`config.mk`:
```
export PLATFORM = sky130hd
export DESIGN_NAME = fetch_stage
export DESIGN_NICKNAME = d
export VERILOG_FILES = /design/src/rtl/fetch_stage_pkg.sv /design/src/rtl/fetch_stage_if_id_reg.sv /design/src/rtl/fetch_stage.sv
export SDC_FILE = /design/constraint.sdc
export NUM_CORES = 1
export LEC_CHECK = 0
export CORE_UTILIZATION = 42
export CTS_CLUSTER_SIZE = 8
export DETAILED_ROUTE_END_ITERATION = 10
export GPL_TIMING_DRIVEN = 0
export HOLD_SLACK_MARGIN = 0.15
export PLACE_DENSITY = 0.85
export SYNTH_ARGS = -nofsm -noshare
export SYNTH_HDL_FRONTEND = slang
export SYNTH_HIERARCHICAL = 1
export SYNTH_SLANG_ARGS = --single-unit
```
`constraint.sdc`:
```
create_clock -name clk -period 2.3 [get_ports clk]
set_input_delay 0.46 -clock clk [delete_from_list [all_inputs] [get_ports clk]]
set_output_delay 0.46 -clock clk [all_outputs]
set_load 0.02 [all_outputs]
```
`src/rtl/fetch_stage_pkg.sv`:
```
// Shared definitions for the MIPS fetch stage: reset/bubble constants, jump
// select encoding, fetch FSM states and the pseudo-direct jump target helper.
package fetch_stage_pkg;

  localparam logic [31:0] DEF_RESET_PC  = 32'h0040_0000;
  localparam logic [31:0] DEF_NOP_INSTR = 32'h0000_0000;  // sll $0,$0,0

  typedef enum logic [1:0] {
    JUMP_NONE = 2'b00,
    JUMP_J    = 2'b01,
    JUMP_JR   = 2'b10,
    JUMP_RSVD = 2'b11   // treated as no jump
  } jump_e;

  typedef enum logic [1:0] {
    ST_RUN     = 2'b00,
    ST_DISCARD = 2'b01,  // waiting out a fetch whose word is no longer wanted
    ST_HALT    = 2'b10
  } fetch_state_e;

  // J/JAL target: upper nibble of the delay-free PC+4, 26-bit index, word aligned.
  function automatic logic [31:0] j_target(input logic [31:0] pc4,
                                           input logic [31:0] instr);
    return {pc4[31:28], instr[25:0], 2'b00};
  endfunction

endpackage

```
`src/rtl/fetch_stage_if_id_reg.sv`:
```
// IF/ID pipeline register.
//  clk, reset      : clock, async active-high reset (loads a bubble)
//  en              : update enable (low = hold every field)
//  clr             : when enabled, load a bubble instead of the fetched word
//  instr_in, pc_plus4_in : fetched word and its PC+4
//  instr_d, pc_plus4_d, valid_d : registered outputs to decode
module if_id_reg
  import fetch_stage_pkg::*;
#(
  parameter logic [31:0] NOP_INSTR = DEF_NOP_INSTR
) (
  input  logic        clk,
  input  logic        reset,
  input  logic        en,
  input  logic        clr,
  input  logic [31:0] instr_in,
  input  logic [31:0] pc_plus4_in,
  output logic [31:0] instr_d,
  output logic [31:0] pc_plus4_d,
  output logic        valid_d
);

  always_ff @(posedge clk or posedge reset) begin
    if (reset) begin
      instr_d    <= NOP_INSTR;
      pc_plus4_d <= '0;
      valid_d    <= 1'b0;
    end else if (en) begin
      if (clr) begin
        instr_d    <= NOP_INSTR;
        pc_plus4_d <= '0;
        valid_d    <= 1'b0;
      end else begin
        instr_d    <= instr_in;
        pc_plus4_d <= pc_plus4_in;
        valid_d    <= 1'b1;
      end
    end
  end

endmodule

```
`src/rtl/fetch_stage.sv`:
```
// IF stage of the 5-stage MIPS pipeline plus the IF/ID register.
//  Hazard inputs : stall_f (hold PC), stall_d (hold IF/ID)
//  Redirects     : pc_src_d/branch_target_d, sig_jump_d (J / JR), jr_target_d
//  halt_d        : exit syscall, freezes fetch until reset
//  imem_*        : req/ready instruction port; req and addr stay stable until ready
//  pc_f, instr_d, pc_plus4_d, valid_d : fetch PC and IF/ID contents
//  fetch_busy    : request outstanding with no word this cycle
//  halted        : fetch frozen
// No delay slot: every redirect or halt bubbles IF/ID. A redirect that lands
// while a fetch is still outstanding parks the target in pending_pc and the
// FSM waits in DISCARD for the stale word before switching PC.
module fetch_stage
  import fetch_stage_pkg::*;
#(
  parameter logic [31:0] RESET_PC  = DEF_RESET_PC,
  parameter logic [31:0] NOP_INSTR = DEF_NOP_INSTR
) (
  input  logic        clk,
  input  logic        reset,
  input  logic        stall_f,
  input  logic        stall_d,
  input  logic        pc_src_d,
  input  logic [31:0] branch_target_d,
  input  logic [1:0]  sig_jump_d,
  input  logic [31:0] jr_target_d,
  input  logic        halt_d,
  output logic        imem_req,
  output logic [31:0] imem_addr,
  input  logic        imem_ready,
  input  logic [31:0] imem_rdata,
  output logic [31:0] pc_f,
  output logic [31:0] instr_d,
  output logic [31:0] pc_plus4_d,
  output logic        valid_d,
  output logic        fetch_busy,
  output logic        halted
);

  fetch_state_e state, state_n;
  logic [31:0]  pending_pc, pending_pc_n, pc_n, target, pc_inc;
  logic         halt_pend, halt_pend_n;
  logic         redirect, halt_now, ifid_clr;

  // Request drops combinationally under reset so an in-flight fetch is abandoned.
  assign imem_req   = !reset && (state != ST_HALT);
  assign imem_addr  = pc_f;
  assign fetch_busy = imem_req && !imem_ready;
  assign halted     = (state == ST_HALT);
  assign pc_inc     = pc_f + 32'd4;

  // Decode-side requests only count when decode is actually advancing.
  assign halt_now = halt_d && !stall_d;
  assign redirect = !stall_d && (pc_src_d || sig_jump_d == JUMP_J || sig_jump_d == JUMP_JR);

  always_comb begin
    if (pc_src_d)                  target = branch_target_d;
    else if (sig_jump_d == JUMP_JR) target = jr_target_d;
    else                           target = j_target(pc_plus4_d, instr_d);
  end

  always_comb begin
    state_n      = state;
    pc_n         = pc_f;
    pending_pc_n = pending_pc;
    halt_pend_n  = halt_pend;
    ifid_clr     = 1'b1;
    case (state)
      ST_RUN: begin
        if (halt_now) begin
          if (imem_ready) state_n = ST_HALT;
          else begin
            halt_pend_n = 1'b1;
            state_n     = ST_DISCARD;
          end
        end else if (redirect) begin
          if (imem_ready) pc_n = target;
          else begin
            pending_pc_n = target;
            state_n      = ST_DISCARD;
          end
        end else if (imem_ready && !stall_f) begin
          pc_n     = pc_inc;
          ifid_clr = 1'b0;
        end
      end
      ST_DISCARD: begin
        if (halt_now)      halt_pend_n  = 1'b1;
        else if (redirect) pending_pc_n = target;  // last redirect wins
        if (imem_ready) begin
          pc_n    = (redirect && !halt_now) ? target : pending_pc;
          state_n = (halt_pend || halt_now) ? ST_HALT : ST_RUN;
        end
      end
      ST_HALT: ;
      default: state_n = ST_RUN;
    endcase
  end

  always_ff @(posedge clk or posedge reset) begin
    if (reset) begin
      state      <= ST_RUN;
      pc_f       <= RESET_PC;
      pending_pc <= '0;
      halt_pend  <= 1'b0;
    end else begin
      state      <= state_n;
      pc_f       <= pc_n;
      pending_pc <= pending_pc_n;
      halt_pend  <= halt_pend_n;
    end
  end

  if_id_reg #(.NOP_INSTR(NOP_INSTR)) u_if_id (
    .clk        (clk),
    .reset      (reset),
    .en         (!stall_d),
    .clr        (ifid_clr),
    .instr_in   (imem_rdata),
    .pc_plus4_in(pc_inc),
    .instr_d    (instr_d),
    .pc_plus4_d (pc_plus4_d),
    .valid_d    (valid_d)
  );

endmodule

```
==> results of run 1 <==
-- logic make-up (layout without fill, tap and decap cells) --
| kind of cell | Yosys count | after routing | synth area share |
|---|---|---|---|
| and+or+nand+nor | 159 | 159 | 0.127 |
| AOI/OAI and AO/OA | 212 | 212 | 0.220 |
| xor gates and xnor gates | 30 | 30 | 0.0360 |
| muxes | 46 | 46 | 0.0686 |
| buffers and inverters | 125 | 390 | 0.0937 |
| adders and majority gates | 1 | 1 | 0.00172 |
| DFF | 132 | 132 | 0.453 |
-- area by class of cell --
type	count	area, µm²
Inverter	30	120
Clock inverter	9	126
Clock buffer	23	478
Timing Repair Buffer	237	2360
Tap cell	220	275
Sequential cell	132	3310
Fill cell	1337	6060
Multi-Input combinational cell	448	3440
Buffer	91	592
-- layout by cell type, fill, tap and decap left out, types with 21 or more instances in the layout --
cell type	synthesis	routed
sky130_fd_sc_hd__a22oi_1	21	21
sky130_fd_sc_hd__buf_4	34	37
sky130_fd_sc_hd__mux2_2	32	32
sky130_fd_sc_hd__a22o_1	71	71
sky130_fd_sc_hd__nand2_1	55	55
sky130_fd_sc_hd__inv_1	30	27
sky130_fd_sc_hd__dfrtp_1	131	126
sky130_fd_sc_hd__clkdlybuf4s50_1	0	232
sky130_fd_sc_hd__o21ai_0	33	32
-- worst min-delay path, stage by stage, from the launching register on --
cell and delay, ps:
sky130_fd_sc_hd__dfrtp_1 340, sky130_fd_sc_hd__nand2_1 50, sky130_fd_sc_hd__o21ai_0 60
-- timing repair --
item / in CTS / in global routing
endpoints found under the setup margin: 125 / 34
gates resized for setup: 37 / 23
pin swaps: 2 / 1
setup buffers: 2 / 1
-- sequential cells by signal, indices dropped and copies added, names as in the netlist --
signal	cells
u_if_id/pc_plus4_d	32
u_if_id/valid_d	1
imem_addr	32
u_if_id/instr_d	32
halt_pend	1
state	2
pending_pc	32
-- metal layers --
layer	up-vias	part of all wire	track usage
li1	3124	-	-
met1	3254	0.41	0.350
met2	387	0.47	0.450
met3	62	0.092	0.0741
met4	0	0.030	0.113
met5	-	0	0
-- power by group through the flow --
stage	sequential, mW	combinational [mW]	clock, mW
final	3.76	4.78	2.78
after global routing	3.85	5.07	2.90
after CTS	3.73	4.72	2.79
after detailed placement	3.75	4.67	0
after global placement	3.72	4.58	0
after floorplan	3.90	2.43	0
-- metrics by stage --
step	TNS, ps	cells	power, mW	util	worst slack [ps]
6_report	0	1190	11.3	0.639	45.5
5_1_grt	-146	1190	11.8	0.639	-40.7
4_1_cts	0	1191	11.2	0.634	6.28
3_5_place_dp	-79250	1159	8.41	0.592	-969
3_3_place_gp	-217630	1159	8.29	0.591	-1090
2_1_floorplan	0	705	6.32	-	0.505
-- worst paths after layout --
| check | from | depth (start not counted) | endpoint | slack, ps |
|---|---|---|---|---|
| hold / removal | pending_pc[2] | 2 | pending_pc[2] | 480 |
| max in group asynchronous | reset | 2 | imem_addr[8] | 1010 |
| hold reg to reg | pending_pc[2] | 2 | pending_pc[2] | 480 |
| min in group asynchronous | reset | 2 | state[0] | 690 |
| setup reg to reg | imem_addr[8] | 5 | imem_addr[29] | 50 |
| setup / recovery | state[1] | 3 | imem_req | 50 |
==> flow_results.xml, run 1 <==
<?xml version="1.0" encoding="UTF-8"?>
<metrics>
  <group name="logic_synthesis">
    <metric name="synth.largest_area_cell" unit="">sky130_fd_sc_hd__dfrtp_1</metric>
    <metric name="postSynthCellCount" unit="">705</metric>
    <metric name="ys_top_cells_by_count" unit="">131 x sky130_fd_sc_hd__dfrtp_1, 71 x sky130_fd_sc_hd__a22o_1, 55 x sky130_fd_sc_hd__nand2_1, 36 x sky130_fd_sc_hd__clkbuf_1, 34 x sky130_fd_sc_hd__buf_4</metric>
    <metric name="synthDistinctLibCells" unit="">58</metric>
    <metric name="count_of_flip_flops_with_a_built_in_enable_after_synthesis" unit="">0</metric>
    <metric name="synth.net_count" unit="">811</metric>
    <metric name="top_cells_by_area_synth" unit="">sky130_fd_sc_hd__dfrtp_1 45%, sky130_fd_sc_hd__a22o_1 8.5%, sky130_fd_sc_hd__mux2_2 4.9%</metric>
    <metric name="synth_ff_type" unit="">sky130_fd_sc_hd__dfrtp_1</metric>
    <metric name="yosys_top_cell_area_share" unit="">0.449</metric>
    <metric name="yosys.cell_count.top_type" unit="">sky130_fd_sc_hd__dfrtp_1</metric>
    <metric name="synth.avg_cell_area" unit="µm²">10.3</metric>
    <metric name="ys_ff_latch" unit="">132</metric>
    <metric name="synth.yosys.warnings" unit="">6</metric>
    <metric name="seq_area_frac_synth" unit="">0.453</metric>
    <metric name="total_standard_cell_area_after_synthesis" unit="µm²">7290</metric>
    <metric name="asyncSetResetFlopFracSynth" unit="">1.00</metric>
  </group>
  <group name="cells_and_area">
    <metric name="design_area" unit="µm²">10700</metric>
    <metric name="final_net_count" unit="">1063</metric>
    <metric name="layout-area-overhead-vs-synth" unit="%">46.8</metric>
    <metric name="antenna-diode-count" unit="">0</metric>
    <metric name="fraction_of_layout_instances_using_a_drive_strength_above_1" unit="">0.177</metric>
  </group>
  <group name="power_and_ir_drop">
    <metric name="clock_network_power_share" unit="">0.246</metric>
    <metric name="internal_power" unit="mW">7.15</metric>
    <metric name="combinationalPowerShare" unit="">0.422</metric>
    <metric name="net_switching" unit="mW">4.18</metric>
    <metric name="ir_drop" unit="V">0.000604</metric>
    <metric name="sequentialPowerShare" unit="">0.332</metric>
    <metric name="power.share.switching" unit="">0.369</metric>
    <metric name="cell_area_power_density" unit="nW/µm²">1060</metric>
    <metric name="total_leakage_power" unit="nW">4.55</metric>
  </group>
  <group name="floorplan">
    <metric name="die-area" unit="µm²">17900</metric>
    <metric name="rows" unit="">47</metric>
    <metric name="die_x" unit="µm">134</metric>
    <metric name="floorplan.initialDensity" unit="">0.435</metric>
    <metric name="io-pin-count" unit="">237</metric>
    <metric name="core_region_area" unit="µm²">16800</metric>
    <metric name="chipHeight" unit="µm">134</metric>
  </group>
  <group name="worst_setup_path">
    <metric name="critical-path-top-delay-family" unit="">buffers and inverters</metric>
    <metric name="critPathCaptureType" unit="">primary output</metric>
    <metric name="crit_path_max_fanout" unit="">9</metric>
    <metric name="critical-path-slowest-cell" unit="">sky130_fd_sc_hd__clkdlybuf4s50_1</metric>
    <metric name="critPathRequiredTime" unit="ps">1840</metric>
    <metric name="path_cells" unit="">nor2b_2 -&gt; nor2_1 -&gt; clkdlybuf4s50_1</metric>
    <metric name="critPathMaxStageDelay" unit="ps">610</metric>
    <metric name="worst-path-buf-inv" unit="">1</metric>
    <metric name="cp_data_arrival_time" unit="ps">1790</metric>
    <metric name="critical_path.startpoint_type" unit="">register</metric>
    <metric name="criticalPathCategory" unit="">register to primary output</metric>
  </group>
  <group name="route">
    <metric name="detail_route.iter0.violations" unit="">483</metric>
    <metric name="wire_per_inst" unit="µm">20.4</metric>
    <metric name="drt-vias-per-instance" unit="">5.74</metric>
    <metric name="drt_first_pass_iters" unit="">5</metric>
    <metric name="ant_nets" unit="">0</metric>
    <metric name="route.vias.total" unit="">6827</metric>
    <metric name="routed_wl" unit="mm">24.2</metric>
    <metric name="drc_violations_left" unit="">0</metric>
  </group>
  <group name="placed_design">
    <metric name="io_buffer_count" unit="">234</metric>
    <metric name="place_area" unit="µm²">9920</metric>
    <metric name="place.detailed.hpwl" unit="mm">18.1</metric>
    <metric name="gpl.final_weighted_congestion" unit="">0.925</metric>
  </group>
  <group name="clock_tree">
    <metric name="tritoncts" unit="">yes</metric>
    <metric name="htreeDepth" unit="">4</metric>
    <metric name="numClockSinks" unit="">132</metric>
    <metric name="cts.reportedPaths.clkPinSlew" unit="ps">60</metric>
    <metric name="tritoncts_buffers" unit="">17</metric>
    <metric name="clock_insertion_delay_worst_skew" unit="ps">430</metric>
    <metric name="cts_hold_buf" unit="">0</metric>
    <metric name="cts.path.max_buffers" unit="">2</metric>
    <metric name="clock-root-buffer" unit="">sky130_fd_sc_hd__clkbuf_16</metric>
  </group>
  <group name="sta">
    <metric name="hold_ws" unit="ps">483</metric>
    <metric name="maxSlewViolCount" unit="">0</metric>
    <metric name="rsz0062_at_grt" unit="">yes</metric>
    <metric name="min_period" unit="ps">2250</metric>
    <metric name="clock.fmax" unit="MHz">444</metric>
    <metric name="setup_violations" unit="">0</metric>
    <metric name="actual_slew_at_the_worst_max_slew_pin" unit="ps">832</metric>
    <metric name="worst_clock_skew" unit="ps">8.73</metric>
    <metric name="timing_hold_violations_final" unit="">0</metric>
    <metric name="final.period_utilization" unit="">0.980</metric>
    <metric name="relSlewSlack" unit="">0.445</metric>
  </group>
  <group name="hold_path">
    <metric name="timing.hold.worst.class" unit="">register to register</metric>
  </group>
  <group name="global_routing">
    <metric name="maximum_number_of_pins_on_one_net_before_global_route_repair" unit="">68</metric>
    <metric name="grt_first_pass_wirelength" unit="mm">37.6</metric>
    <metric name="number_of_global_route_vias_before_repair" unit="">6827</metric>
    <metric name="antenna_violations_before_repair" unit="">0</metric>
    <metric name="grt_use_total" unit="">0.277</metric>
    <metric name="global_route_overflow" unit="">0</metric>
  </group>
  <group name="run_status">
    <metric name="run_status" unit="">completed</metric>
  </group>
  <group name="flow_run">
    <metric name="maxCapViolations" unit="">0</metric>
  </group>
</metrics>
(Power assumes the default switching activity.)
==> run 2, diff against run 1 <==
--- a/config.mk
+++ b/config.mk
@@ -5,12 +5,12 @@
 export SDC_FILE = /design/constraint.sdc
 export NUM_CORES = 1
 export LEC_CHECK = 0
-export CORE_UTILIZATION = 42
+export CORE_UTILIZATION = 51
 export CTS_CLUSTER_SIZE = 8
 export DETAILED_ROUTE_END_ITERATION = 10
 export GPL_TIMING_DRIVEN = 0
 export HOLD_SLACK_MARGIN = 0.15
-export PLACE_DENSITY = 0.85
+export PLACE_DENSITY = 0.95
 export SYNTH_ARGS = -nofsm -noshare
 export SYNTH_HDL_FRONTEND = slang
 export SYNTH_HIERARCHICAL = 1
==> constraint.sdc (replaced) <==
create_clock -name clk -period 2.63 [get_ports clk]
set_input_delay 0.526 -clock clk [delete_from_list [all_inputs] [get_ports clk]]
set_output_delay 0.526 -clock clk [all_outputs]
set_load 0.02 [all_outputs]
==> flow_results.xml, run 2 (synthesis gave the netlist of run 1 again) <==
<?xml version="1.0" encoding="UTF-8"?>
<metrics>
  <group name="placed_design">
    <metric name="place.detailed.hpwl" unit="mm">17.6</metric>
    <metric name="io_buffer_count" unit="">234</metric>
    <metric name="place_area" unit="µm²">9900</metric>
    <metric name="gpl.final_weighted_congestion" unit="">0.919</metric>
    <metric name="numPlacedInstances" unit="">1121</metric>
  </group>
  <group name="cells_and_area">
    <metric name="fraction_of_layout_instances_using_a_drive_strength_above_1" unit="">0.156</metric>
    <metric name="layout.filler_cells" unit="">880</metric>
    <metric name="layout_common_cells" unit="">234 x sky130_fd_sc_hd__clkdlybuf4s50_1, 131 x sky130_fd_sc_hd__dfrtp_1, 71 x sky130_fd_sc_hd__a22o_1</metric>
    <metric name="antenna-diode-count" unit="">0</metric>
    <metric name="final_core_utilization" unit="">0.764</metric>
    <metric name="design_area" unit="µm²">10600</metric>
    <metric name="layout-area-overhead-vs-synth" unit="%">45.9</metric>
    <metric name="count_of_non_filler_cells_in_the_finished_layout" unit="">1153</metric>
    <metric name="final_net_count" unit="">1066</metric>
    <metric name="multi_input_gate_area_in_the_final_layout" unit="µm²">3350</metric>
    <metric name="area_occupied_by_registers" unit="µm²">3300</metric>
    <metric name="layout_commonest_cell" unit="">sky130_fd_sc_hd__clkdlybuf4s50_1</metric>
  </group>
  <group name="floorplan">
    <metric name="rows" unit="">43</metric>
    <metric name="die-area" unit="µm²">14800</metric>
    <metric name="floorplan.initialDensity" unit="">0.523</metric>
    <metric name="die_x" unit="µm">122</metric>
    <metric name="chipHeight" unit="µm">122</metric>
    <metric name="core_region_area" unit="µm²">13900</metric>
    <metric name="io-pin-count" unit="">237</metric>
  </group>
  <group name="sta">
    <metric name="relSlewSlack" unit="">0.512</metric>
    <metric name="timing.setup.tns" unit="ps">0</metric>
    <metric name="worst_clock_skew" unit="ps">9.00</metric>
    <metric name="actual_slew_at_the_worst_max_slew_pin" unit="ps">722</metric>
    <metric name="min_period" unit="ps">2550</metric>
    <metric name="maxSlewViolCount" unit="">0</metric>
    <metric name="rsz0062_at_grt" unit="">no</metric>
    <metric name="clock.fmax" unit="MHz">392</metric>
    <metric name="timing_hold_violations_final" unit="">0</metric>
    <metric name="final.period_utilization" unit="">0.971</metric>
    <metric name="setup_violations" unit="">0</metric>
  </group>
  <group name="worst_setup_path">
    <metric name="worst_setup_path_startpoint" unit="">imem_addr[4]</metric>
    <metric name="critPathCaptureType" unit="">register</metric>
    <metric name="criticalPathCategory" unit="">register to register</metric>
    <metric name="cp_data_arrival_time" unit="ps">2850</metric>
    <metric name="crit_path_max_fanout" unit="">8</metric>
    <metric name="worst_r2r_startpoint" unit="">imem_addr[4]</metric>
    <metric name="critical_path.startpoint_type" unit="">register</metric>
    <metric name="critical-path-slowest-cell" unit="">sky130_fd_sc_hd__or4_1</metric>
    <metric name="critical-path-top-delay-family" unit="">simple AND/OR/NAND/NOR gates</metric>
    <metric name="worst-path-buf-inv" unit="">2</metric>
    <metric name="critPathMaxStageDelay" unit="ps">570</metric>
    <metric name="critPathRequiredTime" unit="ps">2930</metric>
    <metric name="path_cells" unit="">buf_2 -&gt; nand4_2 -&gt; or4_1 -&gt; clkbuf_1 -&gt; nor3_1 -&gt; xnor2_1 -&gt; a22o_1</metric>
  </group>
  <group name="hold_path">
    <metric name="hold_path.startpoint" unit="">halt_pend</metric>
    <metric name="timing.hold.worst.class" unit="">register to register</metric>
  </group>
  <group name="global_routing">
    <metric name="globalRoute.busiestLayer" unit="">met2</metric>
    <metric name="number_of_global_route_vias_before_repair" unit="">6921</metric>
    <metric name="grtUsageMet2" unit="">0.558</metric>
    <metric name="maximum_number_of_pins_on_one_net_before_global_route_repair" unit="">44</metric>
    <metric name="met1_demand_to_capacity_share_in_global_routing" unit="">0.413</metric>
    <metric name="met3_usage_in_global_routing" unit="">0.0833</metric>
    <metric name="grt_first_pass_wirelength" unit="mm">37.2</metric>
    <metric name="grt_use_total" unit="">0.335</metric>
    <metric name="global_route_overflow" unit="">0</metric>
    <metric name="antenna_violations_before_repair" unit="">0</metric>
  </group>
  <group name="clock_tree">
    <metric name="clock-root-buffer" unit="">sky130_fd_sc_hd__clkbuf_16</metric>
    <metric name="clock_insertion_delay_worst_skew" unit="ps">420</metric>
    <metric name="htreeDepth" unit="">4</metric>
    <metric name="numClockSinks" unit="">132</metric>
    <metric name="tritoncts_buffers" unit="">17</metric>
    <metric name="cts.reportedPaths.clkPinSlew" unit="ps">60</metric>
    <metric name="cts.path.max_buffers" unit="">2</metric>
    <metric name="cts_hold_buf" unit="">0</metric>
    <metric name="tritoncts" unit="">yes</metric>
  </group>
  <group name="route">
    <metric name="drt_first_pass_iters" unit="">8</metric>
    <metric name="wire_per_inst" unit="µm">21.2</metric>
    <metric name="drc_violations_left" unit="">0</metric>
    <metric name="drt-vias-per-instance" unit="">6.11</metric>
    <metric name="routed_wl" unit="mm">24.4</metric>
    <metric name="ant_nets" unit="">0</metric>
    <metric name="route.vias.total" unit="">7046</metric>
    <metric name="detail_route.iter0.violations" unit="">651</metric>
  </group>
  <group name="power_and_ir_drop">
    <metric name="ir_drop" unit="V">0.000523</metric>
    <metric name="cell_area_power_density" unit="nW/µm²">959</metric>
    <metric name="total_leakage_power" unit="nW">4.50</metric>
  </group>
  <group name="flow_run">
    <metric name="maxCapViolations" unit="">0</metric>
  </group>
  <group name="run_status">
    <metric name="run_status" unit="">completed</metric>
  </group>
</metrics>
## run 2: cell types whose count changed in the layout (fill, tap and decap cells not counted), sizes merged
cell,delta
buf,+2
bufinv,+3
clkinv,-3
clkbuf,+1
clkdlybuf4s50,+2
dlygate4sd2,-2
## run 2: path summary, 6_finish.rpt
path / slack (ps) / cells after the start / endpoint
min in group asynchronous: 590 / 2 / state[1]
max reg2reg: 80 / 7 / u_if_id/pc_plus4_d[21]
min reg2reg: 470 / 1 / halt_pend
max in group asynchronous: 1360 / 3 / imem_addr[22]
max: 80 / 7 / u_if_id/pc_plus4_d[21]
min: 470 / 1 / halt_pend
## run 2: per-stage QoR
stage | hold slack (ps) | total power [mW] | setup WS, ps
global route | 490 | 10.6 | 0.0333
finish | 468 | 10.2 | 77.6
global placement | 438 | 7.21 | -787
detailed placement | 454 | 7.36 | -651
CTS | 467 | 10.1 | 10.0
floorplan | 428 | 5.53 | 331
## run 2: where the power goes
| group | total, mW | internal, mW | switching [mW] |
|---|---|---|---|
| Sequential | 3.28 | 2.57 | 0.704 |
| Clock | 2.72 | 1.85 | 0.867 |
| Combinational | 4.21 | 2.10 | 2.12 |
| Total | 10.2 | 6.52 | 3.69 |
## run 2: worst reg2reg max path: stages (launching register included)
cell	delay, ps
sky130_fd_sc_hd__dfrtp_1	370
sky130_fd_sc_hd__buf_2	220
sky130_fd_sc_hd__nand4_2	280
sky130_fd_sc_hd__or4_1	570
sky130_fd_sc_hd__clkbuf_1	220
sky130_fd_sc_hd__nor3_1	440
sky130_fd_sc_hd__xnor2_1	140
sky130_fd_sc_hd__a22o_1	210
## run 2: cell type report
cell class | instances | area share
Buffer | 95 | 0.0552
Clock buffer | 23 | 0.0449
Sequential cell | 132 | 0.311
Timing Repair Buffer | 236 | 0.224
Inverter | 30 | 0.0106
Clock inverter | 9 | 0.0186
Tap cell | 180 | 0.0212
Multi-Input combinational cell | 448 | 0.315
## run 2: per-layer routing
metal,wire length [µm],vias up,share of wire
li1,-,3122,-
met1,9220,3357,0.38
met2,11800,497,0.48
met3,2540,70,0.10
met4,827,0,0.034
met5,0,-,0
## run 2: repair_timing
item                       CTS  global route
buffers inserted             0             0
resized for setup            7            25
pin swaps                    0             1
setup endpoints to repair   30            89
==> run 3, diff against run 2 <==
--- a/config.mk
+++ b/config.mk
@@ -5,12 +5,12 @@
 export SDC_FILE = /design/constraint.sdc
 export NUM_CORES = 1
 export LEC_CHECK = 0
-export CORE_UTILIZATION = 51
+export CORE_UTILIZATION = 25
 export CTS_CLUSTER_SIZE = 8
 export DETAILED_ROUTE_END_ITERATION = 10
 export GPL_TIMING_DRIVEN = 0
 export HOLD_SLACK_MARGIN = 0.15
-export PLACE_DENSITY = 0.95
+export PLACE_DENSITY = 0.57
 export SYNTH_ARGS = -nofsm -noshare
 export SYNTH_HDL_FRONTEND = slang
 export SYNTH_HIERARCHICAL = 1
==> flow_results.xml, run 3 (synthesis gave the netlist of run 1 again) <==
<?xml version="1.0" encoding="UTF-8"?>
<metrics>
  <group name="floorplan">
    <metric name="rows" unit="">62</metric>
    <metric name="chipHeight" unit="µm">173</metric>
    <metric name="die-area" unit="µm²">29900</metric>
    <metric name="die_x" unit="µm">173</metric>
    <metric name="core_region_area" unit="µm²">28700</metric>
    <metric name="floorplan.initialDensity" unit="">0.254</metric>
    <metric name="io-pin-count" unit="">237</metric>
  </group>
  <group name="route">
    <metric name="route.vias.total" unit="">6592</metric>
    <metric name="wire_per_inst" unit="µm">19.7</metric>
    <metric name="ant_nets" unit="">0</metric>
    <metric name="drc_violations_left" unit="">0</metric>
    <metric name="detail_route.iter0.violations" unit="">406</metric>
    <metric name="routed_wl" unit="mm">26.7</metric>
    <metric name="drt_first_pass_iters" unit="">7</metric>
    <metric name="drt-vias-per-instance" unit="">4.87</metric>
  </group>
  <group name="worst_setup_path">
    <metric name="worst-r2r-setup-slack" unit="ps">120</metric>
    <metric name="critical-path-slowest-cell" unit="">sky130_fd_sc_hd__dfrtp_1</metric>
    <metric name="r2r.worst_path.cells" unit="">7</metric>
    <metric name="cp_data_arrival_time" unit="ps">2860</metric>
    <metric name="critPathRequiredTime" unit="ps">2980</metric>
    <metric name="critical_path.startpoint_type" unit="">register</metric>
    <metric name="worst_r2r_startpoint" unit="">imem_addr[2]</metric>
    <metric name="critPathMaxStageDelay" unit="ps">520</metric>
    <metric name="r2r_end" unit="">imem_addr[26]</metric>
    <metric name="crit_path_max_fanout" unit="">8</metric>
    <metric name="criticalPathCategory" unit="">register to register</metric>
    <metric name="critPathCaptureType" unit="">register</metric>
    <metric name="path_cells" unit="">ha_1 -&gt; clkbuf_1 -&gt; inv_1 -&gt; nor4_4 -&gt; nand3_1 -&gt; o41ai_1 -&gt; a22o_1</metric>
  </group>
  <group name="global_routing">
    <metric name="grt_first_pass_wirelength" unit="mm">40.9</metric>
    <metric name="number_of_global_route_vias_before_repair" unit="">6615</metric>
    <metric name="antenna_violations_before_repair" unit="">0</metric>
    <metric name="global_route_overflow" unit="">0</metric>
    <metric name="grt_use_total" unit="">0.180</metric>
    <metric name="maximum_number_of_pins_on_one_net_before_global_route_repair" unit="">68</metric>
  </group>
  <group name="power_and_ir_drop">
    <metric name="ir_drop" unit="V">0.000525</metric>
    <metric name="combinationalPowerShare" unit="">0.412</metric>
    <metric name="sequentialPowerShare" unit="">0.326</metric>
    <metric name="net_switching" unit="mW">3.67</metric>
    <metric name="internal_power" unit="mW">6.41</metric>
    <metric name="total_leakage_power" unit="nW">4.49</metric>
    <metric name="cell_area_power_density" unit="nW/µm²">930</metric>
    <metric name="clock_network_power_share" unit="">0.261</metric>
    <metric name="power.share.switching" unit="">0.364</metric>
  </group>
  <group name="clock_tree">
    <metric name="tritoncts_buffers" unit="">17</metric>
    <metric name="clock-root-buffer" unit="">sky130_fd_sc_hd__clkbuf_16</metric>
    <metric name="cts_hold_buf" unit="">0</metric>
    <metric name="post_cts_buffers" unit="">0</metric>
    <metric name="cts.path.max_buffers" unit="">2</metric>
    <metric name="clock_insertion_delay_worst_skew" unit="ps">420</metric>
    <metric name="numClockSinks" unit="">132</metric>
    <metric name="htreeDepth" unit="">4</metric>
    <metric name="tritoncts" unit="">yes</metric>
    <metric name="post_cts.resized_instances" unit="">12</metric>
    <metric name="cts.reportedPaths.clkPinSlew" unit="ps">60</metric>
  </group>
  <group name="sta">
    <metric name="actual_slew_at_the_worst_max_slew_pin" unit="ps">876</metric>
    <metric name="final.period_utilization" unit="">0.955</metric>
    <metric name="setup_violations" unit="">0</metric>
    <metric name="clock.fmax" unit="MHz">398</metric>
    <metric name="maxSlewViolCount" unit="">0</metric>
    <metric name="min_period" unit="ps">2510</metric>
    <metric name="timing_hold_violations_final" unit="">0</metric>
    <metric name="relSlewSlack" unit="">0.416</metric>
    <metric name="worst_clock_skew" unit="ps">6.18</metric>
  </group>
  <group name="placed_design">
    <metric name="place_area" unit="µm²">10100</metric>
    <metric name="gpl.final_weighted_congestion" unit="">0.851</metric>
    <metric name="place.detailed.hpwl" unit="mm">20.5</metric>
    <metric name="io_buffer_count" unit="">234</metric>
  </group>
  <group name="cells_and_area">
    <metric name="fraction_of_layout_instances_using_a_drive_strength_above_1" unit="">0.161</metric>
    <metric name="area_occupied_by_registers" unit="µm²">3300</metric>
    <metric name="final_net_count" unit="">1063</metric>
    <metric name="layout_common_cells" unit="">234 x sky130_fd_sc_hd__clkdlybuf4s50_1, 131 x sky130_fd_sc_hd__dfrtp_1, 71 x sky130_fd_sc_hd__a22o_1</metric>
    <metric name="multi_input_gate_area_in_the_final_layout" unit="µm²">3360</metric>
    <metric name="layout-area-overhead-vs-synth" unit="%">48.6</metric>
    <metric name="layout.filler_cells" unit="">2910</metric>
    <metric name="design_area" unit="µm²">10800</metric>
    <metric name="layout_commonest_cell" unit="">sky130_fd_sc_hd__clkdlybuf4s50_1</metric>
    <metric name="final_core_utilization" unit="">0.378</metric>
    <metric name="antenna-diode-count" unit="">0</metric>
  </group>
  <group name="run_status">
    <metric name="run_status" unit="">completed</metric>
  </group>
  <group name="hold_path">
    <metric name="timing.hold.worst.class" unit="">register to register</metric>
    <metric name="hold_end" unit="">halt_pend</metric>
    <metric name="hold_path.startpoint" unit="">halt_pend</metric>
    <metric name="hold-path-cell-count" unit="">1</metric>
  </group>
  <group name="flow_run">
    <metric name="maxCapViolations" unit="">0</metric>
  </group>
</metrics>
==> run 3: layout make-up <==
cell class                 instances  share of cell area
timing repair buffer             234               0.216
buffer                            94              0.0544
multi-input combinational        448               0.310
inverter                          30              0.0108
tap                              384              0.0443
clock inverter                    10              0.0164
clock buffer                      21              0.0434
sequential                       132               0.305
==> run 3: routing by layer <==
layer / part of all wire / global-route usage / up-vias
met1: 0.46 / 0.244 / 3143
met4: 0.018 / 0.0619 / 0
li1: - / - / 3116
met3: 0.076 / 0.0464 / 30
met5: 0 / 0 / -
met2: 0.45 / 0.279 / 303
==> run 3: metrics by stage <==
| step | hold slack (ps) | worst slack, ps | setup TNS (ps) | power, mW | instances |
|---|---|---|---|---|---|
| floorplan | 428 | 331 | 0 | 5.53 | 705 |
| global placement | 439 | -1010 | -185230 | 7.40 | 1323 |
| detailed placement | 449 | -810 | -57040 | 7.46 | 1323 |
| CTS | 462 | 2.97 | 0 | 10.1 | 1354 |
| global route | 473 | -62.7 | -90.1 | 10.6 | 1353 |
| finish | 460 | 119 | 0 | 10.1 | 1353 |
==> run 3: worst max-delay path by stage <==
| stage | start | endpoint | slack, ps | cells after the start |
|---|---|---|---|---|
| after global placement | reset | pending_pc[3] | -1010 | 2 |
| after floorplan | imem_addr[2] | imem_addr[26] | 330 | 7 |
| after detailed placement | pc_src_d | imem_addr[22] | -810 | 8 |
| after CTS | pc_src_d | u_if_id/pc_plus4_d[27] | 3 | 10 |
| after global routing | imem_addr[4] | imem_addr[23] | -60 | 7 |
| final | imem_addr[2] | imem_addr[26] | 120 | 7 |
==> run 3: power by group through the flow <==
stage | sequential, mW | combinational [mW] | clock, mW
after floorplan | 3.41 | 2.12 | 0
after global placement | 3.31 | 4.09 | 0
after detailed placement | 3.33 | 4.13 | 0
after CTS | 3.29 | 4.15 | 2.68
after global routing | 3.39 | 4.44 | 2.78
final | 3.29 | 4.15 | 2.64
==> run 3: worst max-delay path, delay by kind of cell (launching register included) <==
family	cells	cell delay [ps]
compound gates	2	490
fa+ha+maj	1	200
buf+inv	2	470
flops	1	520
simple gates	2	760
